==> src/rtl/if_stage.sv <==
// -----------------------------------------------------------------------------
// if_stage -- instruction-fetch stage.
//
// Issues a single fetch at a time to the instruction memory port, buffers the
// returned word with its PC, and chooses the next PC by static branch
// prediction. The PC of the path that prediction did not take is carried
// alongside the instruction so that EX can recover from a misprediction.
//
// Ports:
//   clk                   system clock, rising edge
//   rst                   asynchronous active-high reset
//   stall_signal[4:0]     pipeline stall vector; bit 2 holds IF/ID
//   jump_flag             redirect/flush from EX
//   jump_target_i[31:0]   redirect PC, valid with jump_flag
//   mem_req_o             fetch request
//   mem_addr_o[31:0]      fetch address (current PC)
//   mem_ready_i           request accepted this cycle
//   mem_valid_i           returned instruction valid
//   mem_data_i[31:0]      returned instruction word
//   pc_o[31:0]            PC of buffered instruction
//   inst_o[31:0]          buffered instruction
//   without_prediction_o  alternate (non-predicted) next PC
//   if_stall_req          no valid instruction presented this cycle
// -----------------------------------------------------------------------------
module if_stage #(
    parameter logic [31:0] RESET_PC = 32'h0000_0000
) (
    input  logic        clk,
    input  logic        rst,
    input  logic [4:0]  stall_signal,
    input  logic        jump_flag,
    input  logic [31:0] jump_target_i,
    output logic        mem_req_o,
    output logic [31:0] mem_addr_o,
    input  logic        mem_ready_i,
    input  logic        mem_valid_i,
    input  logic [31:0] mem_data_i,
    output logic [31:0] pc_o,
    output logic [31:0] inst_o,
    output logic [31:0] without_prediction_o,
    output logic        if_stall_req
);

    typedef enum logic [1:0] {
        ST_IDLE = 2'd0,
        ST_WAIT = 2'd1,
        ST_HOLD = 2'd2
    } state_t;

    localparam logic [6:0] OP_JAL    = 7'b1101111;
    localparam logic [6:0] OP_BRANCH = 7'b1100011;

    state_t      state_r, state_nxt_s;
    logic [31:0] pc_r, pc_nxt_s;
    logic        drop_r, drop_nxt_s;
    logic [31:0] buf_pc_r, buf_pc_nxt_s;
    logic [31:0] buf_inst_r, buf_inst_nxt_s;
    logic [31:0] buf_alt_r, buf_alt_nxt_s;

    logic        mem_req_s;
    logic [31:0] imm_j_s;
    logic [31:0] imm_b_s;
    logic [31:0] pc_plus4_s;
    logic [31:0] pred_s;
    logic [31:0] alt_s;
    logic        unused_s;

    // Only the IF/ID hold bit of the stall vector matters to this stage.
    assign unused_s = ^{stall_signal[4:3], stall_signal[1:0]};

    // Request decode; nothing is issued during reset or in a redirect cycle.
    assign mem_req_s  = (state_r == ST_IDLE) && !jump_flag && !rst;
    assign mem_req_o  = mem_req_s;
    assign mem_addr_o = pc_r;

    // Buffered instruction is only presented while in HOLD.
    assign pc_o                 = (state_r == ST_HOLD) ? buf_pc_r   : 32'h0000_0000;
    assign inst_o               = (state_r == ST_HOLD) ? buf_inst_r : 32'h0000_0000;
    assign without_prediction_o = (state_r == ST_HOLD) ? buf_alt_r  : 32'h0000_0000;
    assign if_stall_req         = (state_r != ST_HOLD);

    // RV32I J- and B-type immediates, sign-extended.
    assign imm_j_s = {{12{mem_data_i[31]}}, mem_data_i[19:12], mem_data_i[20],
                      mem_data_i[30:21], 1'b0};
    assign imm_b_s = {{20{mem_data_i[31]}}, mem_data_i[7], mem_data_i[30:25],
                      mem_data_i[11:8], 1'b0};
    assign pc_plus4_s = pc_r + 32'd4;

    // Static prediction: JAL and backward branches taken, everything else
    // (including JALR, whose target is unknown here) falls through.
    always_comb begin
        pred_s = pc_plus4_s;
        alt_s  = pc_plus4_s;
        if (mem_data_i[6:0] == OP_JAL) begin
            pred_s = pc_r + imm_j_s;
        end else if (mem_data_i[6:0] == OP_BRANCH) begin
            if (imm_b_s[31]) begin
                pred_s = pc_r + imm_b_s;
            end else begin
                alt_s = pc_r + imm_b_s;
            end
        end else begin
            pred_s = pc_plus4_s;
        end
    end

    // Next-state and datapath update; a redirect overrides every other event.
    always_comb begin
        state_nxt_s    = state_r;
        pc_nxt_s       = pc_r;
        drop_nxt_s     = drop_r;
        buf_pc_nxt_s   = buf_pc_r;
        buf_inst_nxt_s = buf_inst_r;
        buf_alt_nxt_s  = buf_alt_r;
        if (jump_flag) begin
            pc_nxt_s       = jump_target_i;
            buf_pc_nxt_s   = 32'h0000_0000;
            buf_inst_nxt_s = 32'h0000_0000;
            buf_alt_nxt_s  = 32'h0000_0000;
            case (state_r)
                ST_WAIT: begin
                    // The in-flight response must still be drained.
                    if (mem_valid_i) begin
                        state_nxt_s = ST_IDLE;
                        drop_nxt_s  = 1'b0;
                    end else begin
                        drop_nxt_s  = 1'b1;
                    end
                end
                default: begin
                    state_nxt_s = ST_IDLE;
                    drop_nxt_s  = 1'b0;
                end
            endcase
        end else begin
            case (state_r)
                ST_IDLE: begin
                    if (mem_req_s && mem_ready_i) begin
                        state_nxt_s = ST_WAIT;
                    end else begin
                        state_nxt_s = ST_IDLE;
                    end
                end
                ST_WAIT: begin
                    if (mem_valid_i && drop_r) begin
                        drop_nxt_s  = 1'b0;
                        state_nxt_s = ST_IDLE;
                    end else if (mem_valid_i) begin
                        buf_pc_nxt_s   = pc_r;
                        buf_inst_nxt_s = mem_data_i;
                        buf_alt_nxt_s  = alt_s;
                        pc_nxt_s       = pred_s;
                        state_nxt_s    = ST_HOLD;
                    end else begin
                        state_nxt_s = ST_WAIT;
                    end
                end
                ST_HOLD: begin
                    if (!stall_signal[2]) begin
                        state_nxt_s = ST_IDLE;
                    end else begin
                        state_nxt_s = ST_HOLD;
                    end
                end
                default: begin
                    state_nxt_s = ST_IDLE;
                end
            endcase
        end
    end

    // State and buffer registers.
    always_ff @(posedge clk or posedge rst) begin
        if (rst) begin
            state_r    <= ST_IDLE;
            pc_r       <= RESET_PC;
            drop_r     <= 1'b0;
            buf_pc_r   <= 32'h0000_0000;
            buf_inst_r <= 32'h0000_0000;
            buf_alt_r  <= 32'h0000_0000;
        end else begin
            state_r    <= state_nxt_s;
            pc_r       <= pc_nxt_s;
            drop_r     <= drop_nxt_s;
            buf_pc_r   <= buf_pc_nxt_s;
            buf_inst_r <= buf_inst_nxt_s;
            buf_alt_r  <= buf_alt_nxt_s;
        end
    end

endmodule

==> config.mk <==
export PLATFORM = sky130hd
export DESIGN_NAME = if_stage
export DESIGN_NICKNAME = d
export VERILOG_FILES = /design/src/rtl/if_stage.sv
export SDC_FILE = /design/constraint.sdc
export NUM_CORES = 1
export LEC_CHECK = 0
export CORE_ASPECT_RATIO = 1.1
export CORE_MARGIN = 4
export CORE_UTILIZATION = 35
export DETAILED_ROUTE_END_ITERATION = 8
export PLACE_DENSITY_LB_ADDON = 0.2
export SYNTH_ARGS = -nofsm -noshare
export SYNTH_HDL_FRONTEND = slang
export SYNTH_SLANG_ARGS = --single-unit
export TNS_END_PERCENT = 100
==> constraint.sdc <==
create_clock -name clk -period 10.8 [get_ports clk]
set_clock_uncertainty 0.2 [all_clocks]
set_input_delay 1.62 -clock clk [delete_from_list [all_inputs] [get_ports clk]]
set_output_delay 1.62 -clock clk [all_outputs]
set_load 0.1 [all_outputs]
* Word-level counts from Yosys, hierarchy flattened
Index checks and enable logic that the tools add are counted.
** Word-level totals
- Register bits after elaboration :: 131
- Output and inout port bits :: 130
- Bits of input ports :: 74
** Operators by class
- Mux-type cells :: 38
- Eq/ne operators :: 7
- Add/subtract/negate cells :: 3
- Reductions and logical operators :: 12
** Operators by type and width (count)
- 32-bit two-way mux :: 25
- 32-bit adder :: 2
- 32-bit by 3-bit adder with 32-bit output (second input constant) :: 1
- 7-bit equality test (second input constant) :: 2
- 2-bit two-way mux :: 6
- 1-bit two-way mux :: 6
- 2-bit one-hot mux with 3 select lines :: 1
- 2-bit nonzero test :: 3
- 1-bit logical AND :: 4
- 2-bit != test (second input constant) :: 2
- 3-bit != test (second input constant) :: 1
- 3-bit AND reduction :: 1
- 2-bit by 1-bit equality test with 1-bit output (second input constant) :: 1
- 2-bit equality test (second input constant) :: 1
- 1-bit zero test :: 2
- 2-bit zero test :: 1
- 2-bit AND reduction :: 1

* Logic depth before layout (Yosys ltp)
Gate-level depths: netlist of the first run.
- Depth in word-level cells :: 8
- Mapped depth :: 11
- Depth with buffers taken out :: 11

* Worst setup path after synthesis of the first run
No wires, ideal clock.
- Path type :: input to output
- Start :: in jump_flag
- End :: out mem_req_o
- Stages :: 3
- Arrival :: 4.965 ns
- Setup slack :: 4.015 ns
- Required time :: 8.980 ns
- Buffers on the path :: 2
- Cell sequence :: clkbuf_1 clkbuf_1 nor4_1
** On the way
- Longest elaborated chain between the ends :: 3
** Ends and longest elaborated chain
- from (decl) :: RTL line 31 : input logic jump_flag,
- 1-bit zero test :: RTL line 72 : assign mem_req_s = (state_r == ST_IDLE) && !jump_flag && !rst;
- 1-bit logical AND (2 in a row) :: RTL line 72
- to (decl) :: RTL line 33 : output logic mem_req_o,
No other way between the ends.

* Worst setup path in the final report of the first run
Same ends and word-level chain as after synthesis.

==> metrics, run 1 <==
Die Y=189 um; routability cong.=0.900; Max Cap Viol=0; area occupied by multi-input gates=0.00674 mm2; CP arrival=3.62 ns; switching power=0.736 mW; flip-flop and latch area=0.00325 mm2; total CTS buffers=17; # resized after CTS=0; clock-pin slew on the worst setup and hold paths=0.06 ns; Most Used Layer, Global Route=met1; Yosys cell types=86; Root Driver=clkbuf_16; initial antenna violation count=0; syn nets=1468; H-tree depth=4; Initial Util=35.4%; Final Net Count=1608; final std cells w/o fill=1875; routed vias/inst=5.55; Inst Count DP=1843; Worst R2R Start=mem_addr_o[1]; crit-path max FO=70; post-synthesis sequential area ratio=31.1%; Fillers=2962; total core area=0.0296 mm2; clk buf depth=2; GR Util met1=34.4%; cells along the critical path=buf_4 -> nor4_1 -> clkdlybuf4s50_1; hpwl dp=27.6 mm; Final WS setup=5.36 ns; combinational share of power=34.0%; DRC Markers=0; Die Span X=173 um; outcome=finished clean; Hold-fix buffers, CTS=0; PwrDens=139 mW/mm2; Compound-Gate Fraction of Synth Area=26.5%; met3 usage=4.45%; vias in the first global route=9824; Synth Area in XOR/XNOR=5.18%; Post-synth EDFFs=0; commonest cells after routing, fill and taps aside=nand2_1 (238), clkdlybuf4s50_1 (198), a21oi_1 (158); pre-CTS setup slack=5.35 ns; Detailed Route WL=38.2 mm; syn_area_per_cell=7.77 um2; Slew Limit Fails=0; Worst Max-Slew Pin Slew=1.04 ns; IO Port Bufs=199; Max stage delay on crit path=1.20 ns; clk_lat worst skew=0.44 ns; critical path type=in2out; simple-gate portion of the synthesized area=25.9%; Lkg Pwr=5.24 nW; global route overflow=0; post-synthesis mux area share=0.800%; largest net degree at the start of global routing=85; Mapped Cells=1348; Seq pwr share=30.5%; Via Count=10400; power after layout=1.85 mW; #FFs+latches synth=130; met2 global-route usage=33.5%; Critical Path RT=8.98 ns; Synth Cell Area=0.0105 mm2; antenna cells=0; WL per Instance=20.4 um; startpoint types=input pin; Syn. warnings=0; adder-cell share of the synthesized area=5.64%; f_max=184 MHz; setup TNS=0 ns; maximum vdd drop=80.7 uV; CTS Sinks=130; CP startpoint=jump_flag; RSZ-0062 raised after global routing=false; HP Start=buf_alt_r[28]; Final min period=5.44 ns; switching share of power=39.8%; Post-CTS Setup Bufs=0; CP max stage cell=clkdlybuf4s50_1; most common cell after layout, fill and taps aside=nand2_1; first drt pass iteration count=5; ys async rst share=100%; Worst Setup End Kind=output pin; Int Pwr=1.11 mW; largest family of logic cells by synthesized area=compound AO/OA/AOI/OAI gates; Post-DRT Antenna Nets=0; Final Cell Area=0.0133 mm2; row count=66; Final Cycle Share=50.4%; final setup vio count=0; Area Growth Syn to Fin=26.9%; HP Class=reg2reg; layout cells sized above 1=6.73%; Die ar.=0.0328 mm2; CTS tree=done; Most used DFF post-synth=dfrtp_1; first-pass GRT wire length=59.1 mm; clock power share=35.5%; GRT Resource Usage Total=22.7%; Final Hold Viols=0; IO Pins=204; Area after DPL=0.0127 mm2; iteration-0 DRC count of the detailed router=998; relative slew slack=30.2%
==> synthesized netlist by cell type, drive strengths merged, types with 11 or more instances <==
master  number  share of area [%]
inv         24               0.86
o21ai       79                3.9
o211ai      21                1.6
nor2       107                3.9
a21oi      165                8.3
a22oi       11               0.79
clkbuf      77                3.1
a21o        19                1.4
nand4       13                1.1
dfrtp      130                 31
a211oi      26                2.4
buf         15               0.96
ha          44                5.3
nand3       26                1.2
and3        11               0.67
and2       109                6.5
xnor2       43                3.6
xor2        19                1.6
nand2      238                8.5
nor3        24                1.2
==> cell type report <==
type | instances | area share (%)
inverters | 24 | 0.715
repair buffers | 213 | 15.8
flip-flops and latches | 130 | 24.5
clock buffers | 17 | 3.20
clock inverters | 15 | 1.65
well taps | 374 | 3.52
multi-input cells | 1102 | 50.7
==> final timing paths <==
kind	slack, ns	to	cells past startpoint
worst max-delay path	5.36	mem_req_o	3
worst min-delay path	0.28	buf_alt_r[28]	2
worst max register to register	7.36	mem_addr_o[31]	10
worst min register to register	0.28	buf_alt_r[28]	2
max in group asynchronous	7.54	buf_inst_r[27]	3
min in group asynchronous	1.45	state_r[0]	2
==> registers in the layout, indices dropped and copies added, names as in the netlist <==
name / flops
state_r: 2
drop_r: 1
buf_inst_r: 32
mem_addr_o: 32
buf_alt_r: 31
buf_pc_r: 32
==> per-layer routing <==
metal / vias up / share of wire [%]
li1: 5040 / -
met1: 4961 / 49
met2: 374 / 43
met3: 37 / 7.0
met4: 0 / 1.4
met5: - / 0
==> per-stage QoR <==
step	util (%)	hold WS (ns)
after floorplan	-	0.238
after global placement	42.8	0.259
after detailed placement	42.8	0.270
after CTS	45.0	0.285
after global routing	45.0	0.328
final	45.0	0.283
==> worst max-delay path, delay by kind of cell <==
kind | cells | cell delay (ns)
buf+inv | 2 | 1.53
simple gates | 1 | 0.45
==> logic make-up after synthesis <==
logic type | Yosys count
buf+inv | 116
mux | 8
xor+xnor | 62
simple gates | 568
compound gates | 418
flops | 130
fa+ha+maj | 46
==> power groups by stage <==
stage	clock network (mW)	logic (mW)	registers, mW
floorplan	0	0.364	0.646
global placement	0	0.619	0.572
detailed placement	0	0.622	0.572
CTS	0.669	0.625	0.563
global route	0.685	0.681	0.568
finish	0.657	0.629	0.565
Note: power is estimated with default switching activity, not from simulation.
==> run 2: changes to the inputs <==
==> constraint.sdc (replaced) <==
create_clock -name clk -period 4.7 [get_ports clk]
set_clock_uncertainty 0.2 [all_clocks]
set_input_delay 0.705 -clock clk [delete_from_list [all_inputs] [get_ports clk]]
set_output_delay 0.705 -clock clk [all_outputs]
set_load 0.1 [all_outputs]
==> run 2 against run 1 <==
Effect of this change: combinational power increased by 130%; setup slack worse by 4.5 ns; flip-flop and latch count unchanged; clock power is 120% higher; hold slack worse by 0.0083 ns; critical path depth grew 1; non-clock buffer count increased by 13; first-iteration DRC count fell by 7.5%; critical endpoint is now pc_o[3].
==> metrics, run 2 (synthesis results as in run 1) <==
Worst Max-Slew Pin Slew=1.03 ns; clk_lat worst skew=0.44 ns; IO Pins=204; total CTS buffers=17; area occupied by multi-input gates=0.00674 mm2; Root Driver=clkbuf_16; worst r2r path cells=10; IO Port Bufs=199; CTS Sinks=130; final std cells w/o fill=1888; relative slew slack=31.3%; worst reg2reg endpoint=mem_addr_o[23]; crit-path max FO=37; Final min period=3.89 ns; Hold Path Depth=2; Die Y=189 um; Detailed Route WL=38.1 mm; Post-CTS Setup Bufs=0; first-pass GRT wire length=58.7 mm; layout cells sized above 1=12.5%; pre-CTS setup slack=0.455 ns; critical path type=reg2out; Die ar.=0.0328 mm2; Slew Limit Fails=0; outcome=finished clean; # resized after CTS=0; global route overflow=0; setup TNS=0 ns; Worst Hold Path EP=buf_alt_r[26]; CTS tree=done; Max Cap Viol=0; largest net degree at the start of global routing=98; Final WS setup=0.813 ns; Inst Count DP=1856; switching share of power=39.7%; Worst R2R Start=mem_addr_o[2]; Area after DPL=0.0126 mm2; hpwl dp=28.4 mm; switching power=1.67 mW; reg2reg setup slack=1.25 ns; Final Net Count=1621; Via Count=10500; commonest cells after routing, fill and taps aside=nand2_1 (238), a21oi_1 (158), dfrtp_1 (130); Hold-fix buffers, CTS=0; GRT Resource Usage Total=22.7%; clk buf depth=2; DRC Markers=0; routed vias/inst=5.55; Final Cycle Share=82.7%; f_max=257 MHz; most common cell after layout, fill and taps aside=nand2_1; Final Hold Viols=0; RSZ-0062 raised after global routing=false; HP Class=reg2reg; WL per Instance=20.2 um; combinational share of power=34.8%; clock-pin slew on the worst setup and hold paths=0.06 ns; Area Growth Syn to Fin=26.1%; hold_ws=0.275 ns; startpoint types=register; CP arrival=2.98 ns; Lkg Pwr=5.45 nW; iteration-0 DRC count of the detailed router=923; Seq pwr share=30.8%; Worst Setup End Kind=output pin; HP Start=buf_alt_r[26]; Final Cell Area=0.0132 mm2; row count=66; vias in the first global route=9771; routability cong.=0.927; flip-flop and latch area=0.00325 mm2; Initial Util=35.4%; Int Pwr=2.54 mW; maximum vdd drop=197 uV; final setup vio count=0; total core area=0.0296 mm2; PwrDens=318 mW/mm2; first drt pass iteration count=5; Fillers=3018; H-tree depth=4; Die Span X=173 um; Critical Path RT=3.80 ns; antenna cells=0; initial antenna violation count=0; clock power share=34.5%; Post-DRT Antenna Nets=0
==> run 2: worst max path at each step <==
stage                   start            end  slack (ns)  depth (start not counted)
2_1_floorplan             rst  buf_alt_r[10]        0.33                          1
4_1_cts            state_r[0]        pc_o[3]        0.75                          4
3_3_place_gp   mem_data_i[31]  buf_alt_r[30]        0.47                         10
6_report           state_r[0]        pc_o[3]        0.81                          4
5_1_grt            state_r[0]        pc_o[3]        0.62                          4
3_5_place_dp   mem_data_i[31]  buf_alt_r[30]        0.45                         10
==> run 2: power by group through the flow <==
| stage | registers [mW] | clock network (mW) | logic [mW] |
|---|---|---|---|
| finish | 1.29 | 1.45 | 1.46 |
| detailed placement | 1.31 | 0 | 1.44 |
| floorplan | 1.49 | 0 | 0.837 |
| global placement | 1.31 | 0 | 1.44 |
| CTS | 1.29 | 1.48 | 1.45 |
| global route | 1.30 | 1.52 | 1.57 |
==> run 2: routing by layer <==
| metal | global-route usage [%] | wire length, um | vias up | share of wire (%) |
|---|---|---|---|---|
| li1 | - | - | 5074 | - |
| met5 | 0 | 0 | - | 0 |
| met3 | 3.93 | 2600 | 15 | 6.8 |
| met1 | 34.8 | 18800 | 5043 | 49 |
| met4 | 4.61 | 319 | 0 | 0.84 |
| met2 | 33.3 | 16400 | 352 | 43 |
==> run 2: area by class of cell <==
class | count | share of cell area (%)
Multi-Input combinational cell | 1102 | 51.1
Clock buffer | 19 | 3.43
Clock inverter | 13 | 1.29
Inverter | 24 | 0.720
Sequential cell | 130 | 24.6
Tap cell | 374 | 3.54
Timing Repair Buffer | 226 | 15.3
==> run 2: per-stage QoR <==
stage / util (%) / power, mW
detailed placement: 42.6 / 2.75
finish: 44.7 / 4.21
global placement: 42.6 / 2.75
floorplan: - / 2.32
global route: 44.7 / 4.39
CTS: 44.7 / 4.22
==> run 2: critical path, cell delays in order, from the launching register on <==
cell and delay, ns:
dfrtp_1 0.46, nor2b_4 0.39, buf_4 0.36, and2_1 0.18, clkdlybuf4s50_1 1.14
==> run 3: changes to the inputs <==
==> constraint.sdc (replaced) <==
create_clock -name clk -period 3.4 [get_ports clk]
set_clock_uncertainty 0.2 [all_clocks]
set_input_delay 0.51 -clock clk [delete_from_list [all_inputs] [get_ports clk]]
set_output_delay 0.51 -clock clk [all_outputs]
set_load 0.1 [all_outputs]
==> run 3 against run 2 <==
Effect of this change: critical path depth rose by 8; register-to-register slack worse by 1.1 ns; clock-buffer cell count unchanged; combinational power rose by 68%; core utilization is 5.9 points higher; cell count rose by 8.5%; sequential power rose by 35%; setup slack got worse by 0.71 ns; power grew 44%; first-iteration DRC count rose by 4.3%; routed wire length rose by 5.6%; hold slack better by 0.021 ns; highest routed layer unchanged.
==> metrics, run 3 (synthesis results as in run 1) <==
CTS tree=done; IO Pins=204; row count=66; switching share of power=39.6%; critical path type=in2reg; layout cells sized above 1=24.5%; Root Driver=clkbuf_16; HP Class=reg2reg; Slew Limit Fails=0; IO Port Bufs=199; Worst Max-Slew Pin Slew=0.766 ns; Final WS setup=0.105 ns; met3 usage=4.69%; CP arrival=3.41 ns; relative slew slack=48.9%; Post-DRT Antenna Nets=0; final setup vio count=0; routability cong.=0.926; Worst Setup End Kind=register; f_max=303 MHz; Detailed Route WL=40.2 mm; combinational share of power=40.5%; GR Util met1=37.4%; global route overflow=0; Max Cap Viol=0; reg2reg setup slack=0.18 ns; most common cell after layout, fill and taps aside=buf_4; antenna cells=0; switching power=2.39 mW; DRC Markers=0; Via Count=11200; Int Pwr=3.65 mW; hpwl dp=30.6 mm; Final min period=3.29 ns; RSZ-0062 raised after global routing=true; clock power share=30.6%; initial antenna violation count=0; first drt pass iteration count=5; clk buf depth=2; Inst Count DP=2016; met2 global-route usage=34.9%; Hold-fix buffers, CTS=0; maximum vdd drop=305 uV; power after layout=6.05 mW; Util after Layout=50.6%; Post-CTS Setup Bufs=0; vias in the first global route=10600; pre-CTS setup slack=-0.435 ns; Final Cycle Share=96.9%; iteration-0 DRC count of the detailed router=963; Final Net Count=1781; first-pass GRT wire length=63.2 mm; total CTS buffers=17; Most Used Layer, Global Route=met1; Final Cell Area=0.0150 mm2; PwrDens=404 mW/mm2; GRT Resource Usage Total=24.2%; H-tree depth=4; final std cells w/o fill=2048; startpoint types=input pin; crit-path max FO=4; Fillers=2887; routed vias/inst=5.45; clock-pin slew on the worst setup and hold paths=0.06 ns; Initial Util=35.4%; WL per Instance=19.6 um; Critical Path RT=3.51 ns; Seq pwr share=28.9%; commonest cells after routing, fill and taps aside=buf_4 (260), nand2_1 (238), a21oi_1 (157); largest net degree at the start of global routing=131; Die Y=189 um; total core area=0.0296 mm2; CTS Sinks=130; Area Growth Syn to Fin=42.9%; clk_lat worst skew=0.44 ns; Final Hold Viols=0; Die Span X=173 um; outcome=finished clean; Die ar.=0.0328 mm2; Lkg Pwr=6.43 nW; Area after DPL=0.0144 mm2
run 3: cell count changes in the layout (fill, tap and decap cells not counted), sizes merged:
cell	previous run	this run
clkdlybuf4s50	122	68
clkinvlp	3	4
clkinv	1	3
buf	104	318
inv	30	29
bufinv	3	1
run 3: timing repair:
item	CTS	global route
resized for setup	0	7
endpoints found under the hold margin	0	0
setup endpoints to repair	0	11
run 3: final timing paths:
check	start	endpoint	depth (start not counted)
worst max-delay path	mem_data_i[21]	mem_addr_o[23]	12
worst min-delay path	buf_alt_r[28]	buf_alt_r[28]	2
worst max register to register	mem_addr_o[1]	mem_addr_o[21]	11
worst min register to register	buf_alt_r[28]	buf_alt_r[28]	2
max in group asynchronous	rst	mem_addr_o[1]	3
min in group asynchronous	rst	state_r[0]	3
run 3: power groups by stage:
| stage | logic [mW] | clock network, mW | registers (mW) |
|---|---|---|---|
| 2_1_floorplan | 1.16 | 0 | 2.05 |
| 3_3_place_gp | 2.39 | 0 | 1.77 |
| 3_5_place_dp | 2.41 | 0 | 1.77 |
| 4_1_cts | 2.42 | 1.89 | 1.74 |
| 5_1_grt | 2.64 | 1.95 | 1.75 |
| 6_report | 2.45 | 1.85 | 1.74 |
run 3: cell type report:
cell class                      count  area, um2  area share (%)
Sequential cell                   130       3260            21.8
Inverter                           24       93.8           0.627
Tap cell                          374        468            3.13
Timing Repair Buffer              386       3790            25.4
Multi-Input combinational cell   1102       6780            45.3
Clock inverter                     13        124           0.828
Clock buffer                       19        453            3.03
run 3: per-layer routing:
layer	part of all wire [%]	vias to the layer above	wire length (um)
met1	49	5319	19800
met5	0	-	0
met3	7.3	34	2930
met4	1.1	0	457
li1	-	5400	-
met2	42	407	17100
run 3: worst max-delay path, cell delays in order:
cell,delay [ns]
clkdlybuf4s50_1,0.48
ha_1,0.18
inv_1,0.06
fa_1,0.39
nand2b_1,0.21
a2111oi_4,0.36
nor2_1,0.13
a21oi_2,0.32
o21ai_2,0.16
a311o_1,0.39
o32ai_1,0.12
a21oi_1,0.11
run 3: through the flow:
stage                     hold slack [ns]  TNS, ns
after floorplan                     0.238        0
after global placement              0.290    -5.43
after detailed placement            0.296    -7.01
after CTS                           0.295        0
after global routing                0.323  -0.0152
final                               0.296        0
